===== config.mk =====
export PLATFORM = sky130hd
export DESIGN_NAME = minbd_port_allocator_flat
export DESIGN_NICKNAME = d
export VERILOG_FILES = /design/src/rtl/minbd_port_allocator_if.sv /design/src/rtl/minbd_port_allocator.sv /design/src/flat_wrapper.sv
export SDC_FILE = /design/constraint.sdc
export NUM_CORES = 1
export LEC_CHECK = 0
export ABC_CLOCK_PERIOD_IN_PS = 6000
export CORE_AREA = 2 2 112 114
export DETAILED_ROUTE_END_ITERATION = 16
export DIE_AREA = 0 0 114 116
export GPL_TIMING_DRIVEN = 1
export PLACE_DENSITY = 0.85
export RECOVER_POWER = 100
export SETUP_SLACK_MARGIN = 0.3
export SLEW_MARGIN = 20
export SYNTH_ARGS = -nofsm -noshare
export SYNTH_HDL_FRONTEND = slang
export SYNTH_SLANG_ARGS = --single-unit

===== constraint.sdc =====
create_clock -name clk -period 6 [get_ports clk]
set_input_delay 1.2 -clock clk [delete_from_list [all_inputs] [get_ports clk]]
set_output_delay 1.2 -clock clk [all_outputs]
set_load 0.03 [all_outputs]

===== src/rtl/minbd_port_allocator_if.sv =====
// Link, injection and eject signal bundle for the MinBD output-port allocator.
interface minbd_port_allocator_if #(
  parameter int unsigned FLIT_W = 11,
  parameter int unsigned CNT_W  = 16
);
  logic [FLIT_W-1:0] nty, sty, ety, wty;
  logic [FLIT_W-1:0] inj_flit;
  logic              inj_valid;
  logic              inj_ready;
  logic              ej_ready;
  logic [FLIT_W-1:0] nxt, sxt, ext, wxt;
  logic [FLIT_W-1:0] ej_flit;
  logic              ej_valid;
  logic [CNT_W-1:0]  defl_cnt;

  modport master (
    output nty, sty, ety, wty, inj_flit, inj_valid, ej_ready,
    input  inj_ready, nxt, sxt, ext, wxt, ej_flit, ej_valid, defl_cnt
  );

  modport slave (
    input  nty, sty, ety, wty, inj_flit, inj_valid, ej_ready,
    output inj_ready, nxt, sxt, ext, wxt, ej_flit, ej_valid, defl_cnt
  );
endinterface


===== src/rtl/minbd_port_allocator.sv =====
// MinBD deflection-router port allocator: rotating-priority allocation, registered outputs.
// Optional golden-epoch priority is enabled by defining GOLDEN_PRIO_EN.
module minbd_port_allocator #(
  parameter int unsigned FLIT_W    = 11,
  parameter int unsigned EPOCH_LEN = 64,
  parameter int unsigned CNT_W     = 16
) (
  input  logic                  clk,
  input  logic                  rst_n,
  minbd_port_allocator_if.slave bus
);

  localparam int unsigned VldBit = FLIT_W - 1;

  if (EPOCH_LEN < 1) begin : g_bad_epoch
    $error("EPOCH_LEN must be at least 1");
  end

`ifdef GOLDEN_PRIO_EN
  localparam int unsigned NumPass = 2;
  localparam int unsigned EpW     = (EPOCH_LEN > 1) ? $clog2(EPOCH_LEN) : 1;
  logic [EpW-1:0] r_epoch_cnt;
  logic [6:0]     r_golden_id;
`else
  localparam int unsigned NumPass = 1;
`endif

  logic [FLIT_W-1:0] w_in [4];
  logic [FLIT_W-1:0] w_out [4];
  logic [FLIT_W-1:0] r_out [4];
  logic [FLIT_W-1:0] w_ej_flit, r_ej_flit;
  logic              w_ej_take, r_ej_valid;
  logic [2:0]        w_defl;
  logic              w_inj_ready;
  logic              w_any_valid;
  logic [1:0]        r_prio_ptr;
  logic [CNT_W-1:0]  r_defl_cnt, w_defl_cnt;
  logic [CNT_W:0]    w_defl_sum;

  assign w_in[0] = bus.nty;
  assign w_in[1] = bus.sty;
  assign w_in[2] = bus.ety;
  assign w_in[3] = bus.wty;

  assign w_any_valid = bus.nty[VldBit] | bus.sty[VldBit] | bus.ety[VldBit] | bus.wty[VldBit];

  function automatic logic [1:0] lowest_free(input logic [3:0] taken);
    logic [1:0] port;
    port = 2'd0;
    for (int j = 3; j >= 0; j--) begin
      if (!taken[j]) port = 2'(j);
    end
    return port;
  endfunction

  always_comb begin
    logic [3:0]        taken;
    logic [1:0]        idx;
    logic [1:0]        port;
    logic [FLIT_W-1:0] flit;
    logic              sel;
    logic              defl;
    taken       = 4'b0;
    idx         = 2'd0;
    port        = 2'd0;
    flit        = '0;
    sel         = 1'b0;
    defl        = 1'b0;
    w_ej_take   = 1'b0;
    w_ej_flit   = '0;
    w_defl      = 3'd0;
    w_inj_ready = 1'b0;
    for (int i = 0; i < 4; i++) w_out[i] = '0;

    // Golden build: pass 0 takes golden-id flits, pass 1 the rest, both in rotating order.
    for (int p = 0; p < int'(NumPass); p++) begin
      for (int k = 0; k < 4; k++) begin
        idx  = r_prio_ptr + 2'(k);
        flit = w_in[idx];
`ifdef GOLDEN_PRIO_EN
        sel  = ((flit[6:0] == r_golden_id) == (p == 0));
`else
        sel  = 1'b1;
`endif
        defl = 1'b0;
        if (flit[VldBit] && sel) begin
          if (flit[9]) begin
            if (bus.ej_ready && !w_ej_take) begin
              w_ej_take = 1'b1;
              w_ej_flit = flit;
            end else begin
              defl = 1'b1;
            end
          end else if (!taken[flit[8:7]]) begin
            taken[flit[8:7]] = 1'b1;
            w_out[flit[8:7]] = flit;
          end else begin
            defl = 1'b1;
          end
          if (defl) begin
            port        = lowest_free(taken);
            taken[port] = 1'b1;
            w_out[port] = flit;
            w_defl      = w_defl + 3'd1;
          end
        end
      end
    end

    if (bus.inj_valid && (taken != 4'hF)) begin
      w_inj_ready = 1'b1;
      if (!bus.inj_flit[9] && !taken[bus.inj_flit[8:7]]) port = bus.inj_flit[8:7];
      else                                               port = lowest_free(taken);
      w_out[port] = bus.inj_flit;
    end
  end

  assign w_defl_sum = {1'b0, r_defl_cnt} + (CNT_W+1)'(w_defl);
  assign w_defl_cnt = w_defl_sum[CNT_W] ? {CNT_W{1'b1}} : w_defl_sum[CNT_W-1:0];

  always_ff @(posedge clk or negedge rst_n) begin
    if (!rst_n) begin
      for (int i = 0; i < 4; i++) r_out[i] <= '0;
      r_ej_flit  <= '0;
      r_ej_valid <= 1'b0;
      r_defl_cnt <= '0;
      r_prio_ptr <= 2'd0;
    end else begin
      for (int i = 0; i < 4; i++) r_out[i] <= w_out[i];
      r_ej_flit  <= w_ej_flit;
      r_ej_valid <= w_ej_take;
      r_defl_cnt <= w_defl_cnt;
      if (w_any_valid) r_prio_ptr <= r_prio_ptr + 2'd1;
    end
  end

`ifdef GOLDEN_PRIO_EN
  always_ff @(posedge clk or negedge rst_n) begin
    if (!rst_n) begin
      r_epoch_cnt <= '0;
      r_golden_id <= 7'd0;
    end else if (r_epoch_cnt == EpW'(EPOCH_LEN - 1)) begin
      r_epoch_cnt <= '0;
      r_golden_id <= r_golden_id + 7'd1;
    end else begin
      r_epoch_cnt <= r_epoch_cnt + EpW'(1);
    end
  end
`endif

  assign bus.inj_ready = w_inj_ready;
  assign bus.nxt       = r_out[0];
  assign bus.sxt       = r_out[1];
  assign bus.ext       = r_out[2];
  assign bus.wxt       = r_out[3];
  assign bus.ej_flit   = r_ej_flit;
  assign bus.ej_valid  = r_ej_valid;
  assign bus.defl_cnt  = r_defl_cnt;

endmodule


===== src/flat_wrapper.sv =====
// flat-port wrapper written by rule: the top's interface ports become plain ports
module minbd_port_allocator_flat 
#(
  parameter int unsigned FLIT_W    = 11,
  parameter int unsigned EPOCH_LEN = 64,
  parameter int unsigned CNT_W     = 16
)
  (clk, rst_n, bus_nty, bus_sty, bus_ety, bus_wty, bus_inj_flit, bus_inj_valid, bus_ej_ready, bus_inj_ready, bus_nxt, bus_sxt, bus_ext, bus_wxt, bus_ej_flit, bus_ej_valid, bus_defl_cnt);
  minbd_port_allocator_if #(.FLIT_W(FLIT_W), .CNT_W(CNT_W)) bus_i ();
  input  logic clk;
  input  logic rst_n;
  input wire logic [$bits(bus_i.nty)-1:0] bus_nty;
  input wire logic [$bits(bus_i.sty)-1:0] bus_sty;
  input wire logic [$bits(bus_i.ety)-1:0] bus_ety;
  input wire logic [$bits(bus_i.wty)-1:0] bus_wty;
  input wire logic [$bits(bus_i.inj_flit)-1:0] bus_inj_flit;
  input wire logic [$bits(bus_i.inj_valid)-1:0] bus_inj_valid;
  input wire logic [$bits(bus_i.ej_ready)-1:0] bus_ej_ready;
  output wire logic [$bits(bus_i.inj_ready)-1:0] bus_inj_ready;
  output wire logic [$bits(bus_i.nxt)-1:0] bus_nxt;
  output wire logic [$bits(bus_i.sxt)-1:0] bus_sxt;
  output wire logic [$bits(bus_i.ext)-1:0] bus_ext;
  output wire logic [$bits(bus_i.wxt)-1:0] bus_wxt;
  output wire logic [$bits(bus_i.ej_flit)-1:0] bus_ej_flit;
  output wire logic [$bits(bus_i.ej_valid)-1:0] bus_ej_valid;
  output wire logic [$bits(bus_i.defl_cnt)-1:0] bus_defl_cnt;
  assign bus_i.nty = bus_nty;
  assign bus_i.sty = bus_sty;
  assign bus_i.ety = bus_ety;
  assign bus_i.wty = bus_wty;
  assign bus_i.inj_flit = bus_inj_flit;
  assign bus_i.inj_valid = bus_inj_valid;
  assign bus_i.ej_ready = bus_ej_ready;
  assign bus_inj_ready = bus_i.inj_ready;
  assign bus_nxt = bus_i.nxt;
  assign bus_sxt = bus_i.sxt;
  assign bus_ext = bus_i.ext;
  assign bus_wxt = bus_i.wxt;
  assign bus_ej_flit = bus_i.ej_flit;
  assign bus_ej_valid = bus_i.ej_valid;
  assign bus_defl_cnt = bus_i.defl_cnt;
  minbd_port_allocator #(.FLIT_W(FLIT_W), .EPOCH_LEN(EPOCH_LEN), .CNT_W(CNT_W)) u_core (.clk(clk), .rst_n(rst_n), .bus(bus_i));
endmodule

=== Word level (Yosys, flattened, before mapping) ===
Cells that the tools add are included.

* Output and inout port bits: 73
* Flip-flop bits (word level): 74
* Input port bits: 59
* Word-level logic and storage cells: 291

* Add/sub/neg operators: 7
* Bitwise operators: 24
* Equality and inequality tests: 1
* Mux-type cells: 185
* $lt $le $gt $ge: 39
* Reductions and logical operators: 27

{| class="wikitable"
|+ Operators with widths
! cell !! count
|-
| two-way mux 44 bit || 21
|-
| bitwise mux 44 bit || 8
|-
| two-way mux 11 bit || 29
|-
| demux 11 bit (select 2 bit) || 9
|-
| binary-select mux 11 bit (select 2 bit) || 4
|-
| two-way mux 4 bit || 20
|-
| two-way mux 2 bit || 30
|-
| AND 44 bit || 1
|-
| two-way mux 1 bit || 44
|-
| >= comparator 3 bit (second input constant) || 13
|-
| NOT 2 -> 3 bit || 13
|-
| bitwise OR 4 bit || 7
|-
| < comparator 2 x 3 -> 1 bit (second input constant) || 9
|-
| < comparator 3 x 1 -> 1 bit (second input constant) || 9
|-
| logical AND 1 bit || 22
|-
| two-way mux 3 bit || 6
|-
| adder 16 x 3 -> 17 bit || 1
|-
| demux 1 bit (select 2 bit) || 8
|-
| >= comparator 2 x 1 -> 1 bit (second input constant) || 8
|-
| two-way mux 16 bit || 1
|-
| binary-select mux 1 bit (select 2 bit) || 5
|-
| adder 3 x 1 -> 3 bit (second input constant) || 2
|-
| zero test 1 bit || 5
|-
| adder 2 bit (second input constant) || 2
|-
| 4 further kinds || 6
|}

=== Depth between registers and ports, before layout ===
* Word-level depth: 91
* Mapped depth: 25
* Mapped depth without buffers: 22

=== Worst setup path after synthesis ===
OpenSTA, ideal clock, no wires.

* Path kind: in2reg
* Start point: in bus_wty[9]
* End point: reg u_core.r_defl_cnt[10], in the netlist u_core.bus.defl_cnt[10]
* Required time: 5.858 ns
* Stages: 23
* Arrival: 5.733 ns
* Setup time: 0.142 ns
* Path buffers: 3
* Setup slack: 0.125 ns
* Cell sequence: mux4_2 -> buf_2 -> nor4bb_1 -> clkbuf_1 -> nand2_1 -> o21ai_0 -> a21oi_1 -> a31oi_1 -> ha_1 -> nand2_1 -> o31ai_1 -> ha_1 -> mux2_2 -> ha_1 -> mux2_2 -> fa_1 -> a21o_1 -> nand4_1 -> nor2_1 -> nand2_1 -> or2_2 -> clkbuf_1 -> o21ai_0

* Word-level cells in the longest chain between the ends: 63
* Elaborated cells on any way between the ends: 111
* Classes of those cells: 4 x add/sub; 6 x order compare; 87 x mux; 5 x bitwise; 9 x reduce/logical

{| class="wikitable"
|+ Ends and longest elaborated chain
! what !! line !! text
|-
| start, declared || flat_wrapper.sv:15 || <nowiki>input wire logic [$bits(bus_i.wty)-1:0] bus_wty;</nowiki>
|-
| binary-select mux 11 bit (select 2 bit) || minbd_port_allocator.sv:79 || <nowiki>flit = w_in[idx];</nowiki>
|-
| two-way mux 11 bit (not written as such) (2 in a row) || minbd_port_allocator.sv:79 ||
|-
| two-way mux 4 bit || minbd_port_allocator.sv:87 || <nowiki>if (flit[9]) begin</nowiki>
|-
| two-way mux 4 bit || minbd_port_allocator.sv:86 || <nowiki>if (flit[VldBit] && sel) begin</nowiki>
|-
| two-way mux 2 bit (4 in a row) || minbd_port_allocator.sv:51 || <nowiki>if (!taken[j]) port = 2'(j);</nowiki>
|-
| two-way mux 2 bit || minbd_port_allocator.sv:100 || <nowiki>if (defl) begin</nowiki>
|-
| two-way mux 2 bit || minbd_port_allocator.sv:86 ||
|-
| < comparator 2 x 3 -> 1 bit (not written as such) or >= comparator 2 x 1 -> 1 bit (tied branches) || minbd_port_allocator.sv:102 || <nowiki>taken[port] = 1'b1;</nowiki>
|-
| [... 44 more ...] || - ||
|-
| two-way mux 1 bit || minbd_port_allocator.sv:94 || <nowiki>end else if (!taken[flit[8:7]]) begin</nowiki>
|-
| two-way mux 1 bit || minbd_port_allocator.sv:87 ||
|-
| two-way mux 1 bit || minbd_port_allocator.sv:86 ||
|-
| two-way mux 3 bit || minbd_port_allocator.sv:100 ||
|-
| two-way mux 3 bit * || minbd_port_allocator.sv:86 ||
|-
| adder 16 x 3 -> 17 bit * || minbd_port_allocator.sv:118 || <nowiki>assign w_defl_sum = {1'b0, r_defl_cnt} + (CNT_W+1)'(w_defl);</nowiki>
|-
| two-way mux 16 bit * || minbd_port_allocator.sv:119 || <nowiki>assign w_defl_cnt = w_defl_sum[CNT_W] ? {CNT_W{1'b1}} : w_defl_sum[CNT_W-1:0];</nowiki>
|-
| net u_core.w_defl_cnt[10] || minbd_port_allocator.sv:37 || <nowiki>logic [CNT_W-1:0] r_defl_cnt, w_defl_cnt;</nowiki>
|-
| end signal, assigned || minbd_port_allocator.sv:132 || <nowiki>r_defl_cnt <= w_defl_cnt;</nowiki>
|-
| end, declared || minbd_port_allocator.sv:37 ||
|}

Mark *: on every way through the listed nets, which the timed path passes. The rest lies on a longest branch. The select of a mux whose other input is x is not followed.
A chain may end at the register's enable or synchronous reset.

=== Worst setup path in the final report ===
* Start point: in bus_ety[10]
* End point: out bus_inj_ready

* Word-level cells in the longest chain between the ends: 61
* Elaborated cells on any way between the ends: 101
* Classes of those cells: 6 x order compare; 1 x eq/ne; 78 x mux; 6 x bitwise; 10 x reduce/logical

{| class="wikitable"
|+ Ends and longest elaborated chain
! what !! line !! text
|-
| start, declared || flat_wrapper.sv:14 || <nowiki>input wire logic [$bits(bus_i.ety)-1:0] bus_ety;</nowiki>
|-
| binary-select mux 11 bit (select 2 bit) || minbd_port_allocator.sv:79 ||
|-
| two-way mux 11 bit (not written as such) (2 in a row) || minbd_port_allocator.sv:79 ||
|-
| two-way mux 4 bit || minbd_port_allocator.sv:86 ||
|-
| binary-select mux 1 bit (select 2 bit) || minbd_port_allocator.sv:94 ||
|-
| two-way mux 1 bit (not written as such) || minbd_port_allocator.sv:94 ||
|-
| two-way mux 4 bit || minbd_port_allocator.sv:94 ||
|-
| two-way mux 4 bit || minbd_port_allocator.sv:87 ||
|-
| two-way mux 4 bit || minbd_port_allocator.sv:86 ||
|-
| [... 44 more ...] || - ||
|-
| two-way mux 1 bit (not written as such) || minbd_port_allocator.sv:102 ||
|-
| demux 1 bit (select 2 bit) || - ||
|-
| bitwise OR 4 bit (no source line) || - ||
|-
| two-way mux 4 bit || minbd_port_allocator.sv:100 ||
|-
| two-way mux 4 bit * || minbd_port_allocator.sv:86 ||
|-
| != test 4 bit * || minbd_port_allocator.sv:110 || <nowiki>if (bus.inj_valid && (taken != 4'hF)) begin</nowiki>
|-
| logical AND 1 bit * || minbd_port_allocator.sv:110 ||
|-
| two-way mux 1 bit * || minbd_port_allocator.sv:110 ||
|-
| end, declared || flat_wrapper.sv:19 || <nowiki>output wire logic [$bits(bus_i.inj_ready)-1:0] bus_inj_ready;</nowiki>
|}

Mark *: on every way between the ends. The rest lies on a longest branch, timed or not. The select of a mux whose other input is x is not followed.

==> summary.json <==
{
  "synthesis": {
    "average_size_of_a_mapped_cell_um2": 8.74,
    "synthesis.instances": 713,
    "synthXorXnorAreaFrac": 0.0211,
    "synthesis.yosys.warnings": 0,
    "post_synth_and_or_nand_nor_area_fraction": 0.197,
    "synth-seq-cells": 73,
    "synth.top_cells.by_area": "sky130_fd_sc_hd__dfrtp_1, sky130_fd_sc_hd__nand2_1, sky130_fd_sc_hd__mux2i_1",
    "asyncSetResetFlopFracSynth": 1.00,
    "ys.flop_type": "sky130_fd_sc_hd__dfrtp_1",
    "seq_area_frac_synth": 0.293,
    "post_synth_num_cell_types": 91,
    "post-synth-top-count-cell": "sky130_fd_sc_hd__nand2_1",
    "synth.cell_area_um2": 6230,
    "yosys-top-cells-count": "sky130_fd_sc_hd__nand2_1, sky130_fd_sc_hd__dfrtp_1, sky130_fd_sc_hd__nor2_1",
    "synth_adder_area_share": 0.0187,
    "muxShareOfSynthArea": 0.166,
    "largest_family_of_logic_cells_by_synthesized_area": "compound AO/OA/AOI/OAI gates",
    "synth_compound_gate_area_share": 0.263,
    "syn_nets": 779,
    "synth_enable_flop_cells": 0,
    "synthDominantCellAreaShare": 0.293,
    "synth_top_area_cell": "sky130_fd_sc_hd__dfrtp_1"
  },
  "sta": {
    "grt_setup_unrepaired": "false",
    "clock-skew-final_ns": 0.00774,
    "final_period_minus_worst_setup_slack_ns": 5.72,
    "timing.final.hold_violations": 0,
    "fin_setup_tns_ns": 0,
    "maxSlewViolCount": 74,
    "worstMarginPinSlew_ns": 3.91,
    "setup_viol_count_final": 0,
    "worst_slew_margin_rel": -1.61,
    "layout_worst_path_cycle_share": 0.953,
    "max_freq_mhz": 175
  },
  "cells_and_area": {
    "antennaDiodeCount": 0,
    "layout.nets": 1011,
    "syn2layout_area_growth_pct": 43.2,
    "post_layout_util": 0.749,
    "final_layout_size_suffix_gt1_frac": 0.226
  },
  "worst_setup_path": {
    "r2r_start": "u_core.r_prio_ptr[0]$_DFFE_PN0P_",
    "cp_top_family": "compound AO/OA/AOI/OAI gates",
    "worst-endpoint-required_ns": 4.80,
    "timing.critical_path.buf_inv": 3,
    "rr_endpoint": "u_core.bus.ext[3]$_DFF_PN0_",
    "critical_path.startpoint_type": "input pin",
    "critical_path.startpoint": "bus_ety[10]",
    "critical_path_capture_point_type": "output pin",
    "crit_path_end": "bus_inj_ready",
    "critical_path_arrival_ns": 4.52,
    "cpMaxStageDelayCell": "sky130_fd_sc_hd__or4_4",
    "reg2reg_setup_slack_ns": 0.53,
    "critical_path.max_fanout": 5,
    "path_class": "in2out",
    "crit_cells": 13,
    "crit_chain": "clkdlybuf4s25_1 -> mux4_2 -> and3b_2 -> a21boi_4 -> or4_4 -> o21a_1 -> o211a_2 -> a21oi_4 -> a221oi_4 -> clkbuf_1 -> o41ai_4 -> a21boi_1 -> buf_4",
    "critPathMaxStageDelay_ns": 0.55,
    "rr_worst_depth": 19
  },
  "grt": {
    "grt_pass1_wl_mm": 36.5,
    "congestion_overflow_gr": 0,
    "grtUsageMet1": 0.453,
    "grt_max_degree": 74,
    "first_global_vias": 7031,
    "gr_met2_demand_resource": 0.599,
    "global_route.usage.met3": 0.0586,
    "grt_util_all_layers": 0.358,
    "antenna_violations_before_repair": 0,
    "grt_busiest_layer": "met2"
  },
  "status": {
    "outcome": "finished with violations",
    "failing_checks": "capacitance limit, slew limit"
  },
  "floorplanning": {
    "die_area_um2": 13200,
    "io_pins": 132,
    "rows": 40,
    "fp.coreArea_um2": 11900,
    "starting_density_of_the_core": 0.523,
    "die_y_um": 116,
    "fp.dieW_um": 114
  },
  "place": {
    "routabilityCongestion": 1.03,
    "io_buffer_count": 131,
    "post-dp-hpwl_mm": 17.6
  },
  "min_path": {
    "worst_hold_path_type": "reg2reg"
  },
  "clock_tree": {
    "ctsRootBufferMaster": "sky130_fd_sc_hd__clkbuf_16",
    "clk_slew_on_worst_s_h_paths_ns": 0.06,
    "clock-sinks": 73,
    "cts_tree": "built",
    "htree_num_levels": 3,
    "clock_path_buffers": 2,
    "clock_insertion_delay_worst_skew_ns": 0.35,
    "cts-buffers-inserted": 9,
    "hold_buffer_count_at_cts": 0
  },
  "detailed_routing": {
    "initialDrtViolationCount": 786,
    "ant_nets": 0,
    "number_of_vias_per_cell_after_detailed_routing": 6.46,
    "drc": 0,
    "route.vias.total": 7084,
    "detailedRoute.firstPassIterationCount": 6,
    "routed_wire_length_per_instance_um": 21.5,
    "routed_wirelength_mm": 23.6
  },
  "run": {
    "drv.max_cap_violation_count": 1
  }
}
[cells in the final DEF (no fill, tap or decap), drive strengths merged, types with 18 or more instances in the layout]
| cell | n |
|---|---|
| nor2 | 62 |
| nand2 | 118 |
| mux2 | 31 |
| a21oi | 46 |
| o21ai | 38 |
| clkbuf | 32 |
| a221o | 18 |
| clkdlybuf4s50 | 41 |
| dfrtp | 73 |
| inv | 23 |
| dlygate4sd3 | 72 |
| mux2i | 38 |
| buf | 107 |
| o221ai | 27 |
| nand3 | 18 |
[cell type report]
class                   count  area (um2)
well taps                 147         184
clock inverters             6        66.3
fillers                   859        2990
repair buffers            258        2200
multi-input cells         581        4330
clock buffers              10         229
inverters                  22        82.6
flip-flops and latches     73        1830
[per-layer routing]
layer / wire length (um) / vias up
met2: 11500 / 411
li1: - / 3175
met1: 9360 / 3404
met4: 992 / 0
met3: 1820 / 94
met5: 0 / -
[kinds of logic after synthesis]
family | count (synthesis)
AO/OA/AOI/OAI | 216
XOR/XNOR | 15
adder cells (fa/ha/maj) | 9
buffers and inverters | 59
flip-flops | 73
multiplexers | 82
AND/OR/NAND/NOR | 259
[worst min-delay path: cells and delay by family (launching register included)]
| family | cells | cell delay, ns |
|---|---|---|
| xor+xnor | 1 | 0.08 |
| flops | 1 | 0.40 |
| simple gates | 1 | 0.07 |
[worst min path at each step]
stage,from,endpoint,slack (ns),cells after the start
after global routing,u_core.bus.defl_cnt[4]$_DFF_PN0_,u_core.bus.defl_cnt[4]$_DFF_PN0_,0.60,2
after detailed placement,u_core.bus.defl_cnt[14]$_DFF_PN0_,u_core.bus.defl_cnt[14]$_DFF_PN0_,0.55,1
final,u_core.bus.defl_cnt[4]$_DFF_PN0_,u_core.bus.defl_cnt[4]$_DFF_PN0_,0.58,2
after CTS,u_core.bus.defl_cnt[14]$_DFF_PN0_,u_core.bus.defl_cnt[14]$_DFF_PN0_,0.56,1
after global placement,u_core.bus.defl_cnt[14]$_DFF_PN0_,u_core.bus.defl_cnt[14]$_DFF_PN0_,0.52,1
after floorplan,u_core.bus.defl_cnt[14]$_DFF_PN0_,u_core.bus.defl_cnt[14]$_DFF_PN0_,0.69,1
[registers in the layout, indices dropped and copies added (netlist names)]
| register | cells |
|---|---|
| u_core.bus.defl_cnt | 16 |
| u_core.bus.ej_flit | 10 |
| u_core.bus.ej_valid | 1 |
| u_core.bus.ext | 11 |
| u_core.bus.nxt | 11 |
| u_core.bus.sxt | 11 |
| u_core.bus.wxt | 11 |
| u_core.r_prio_ptr | 2 |
[per-stage QoR]
| step | hold WS (ns) | instance area, um2 | setup slack [ns] | std cells |
|---|---|---|---|---|
| finish | 0.580 | 8930 | 0.282 | 1097 |
| CTS | 0.558 | 8860 | 0.344 | 1092 |
| global placement | 0.518 | 8350 | 0.0399 | 1059 |
| global route | 0.604 | 8930 | 0.156 | 1097 |
| detailed placement | 0.551 | 8350 | -0.0717 | 1059 |
| floorplan | 0.693 | 6240 | 0.348 | 713 |
[timing repair]
action / in CTS / in global routing
setup buffers: 17 / 5
setup endpoints to repair: 3 / 26
resized for setup: 36 / 32
pin swaps: 17 / 17
Power is not shown: default switching activity piles up to over one toggle a cycle in this logic, so the estimate is an artifact.
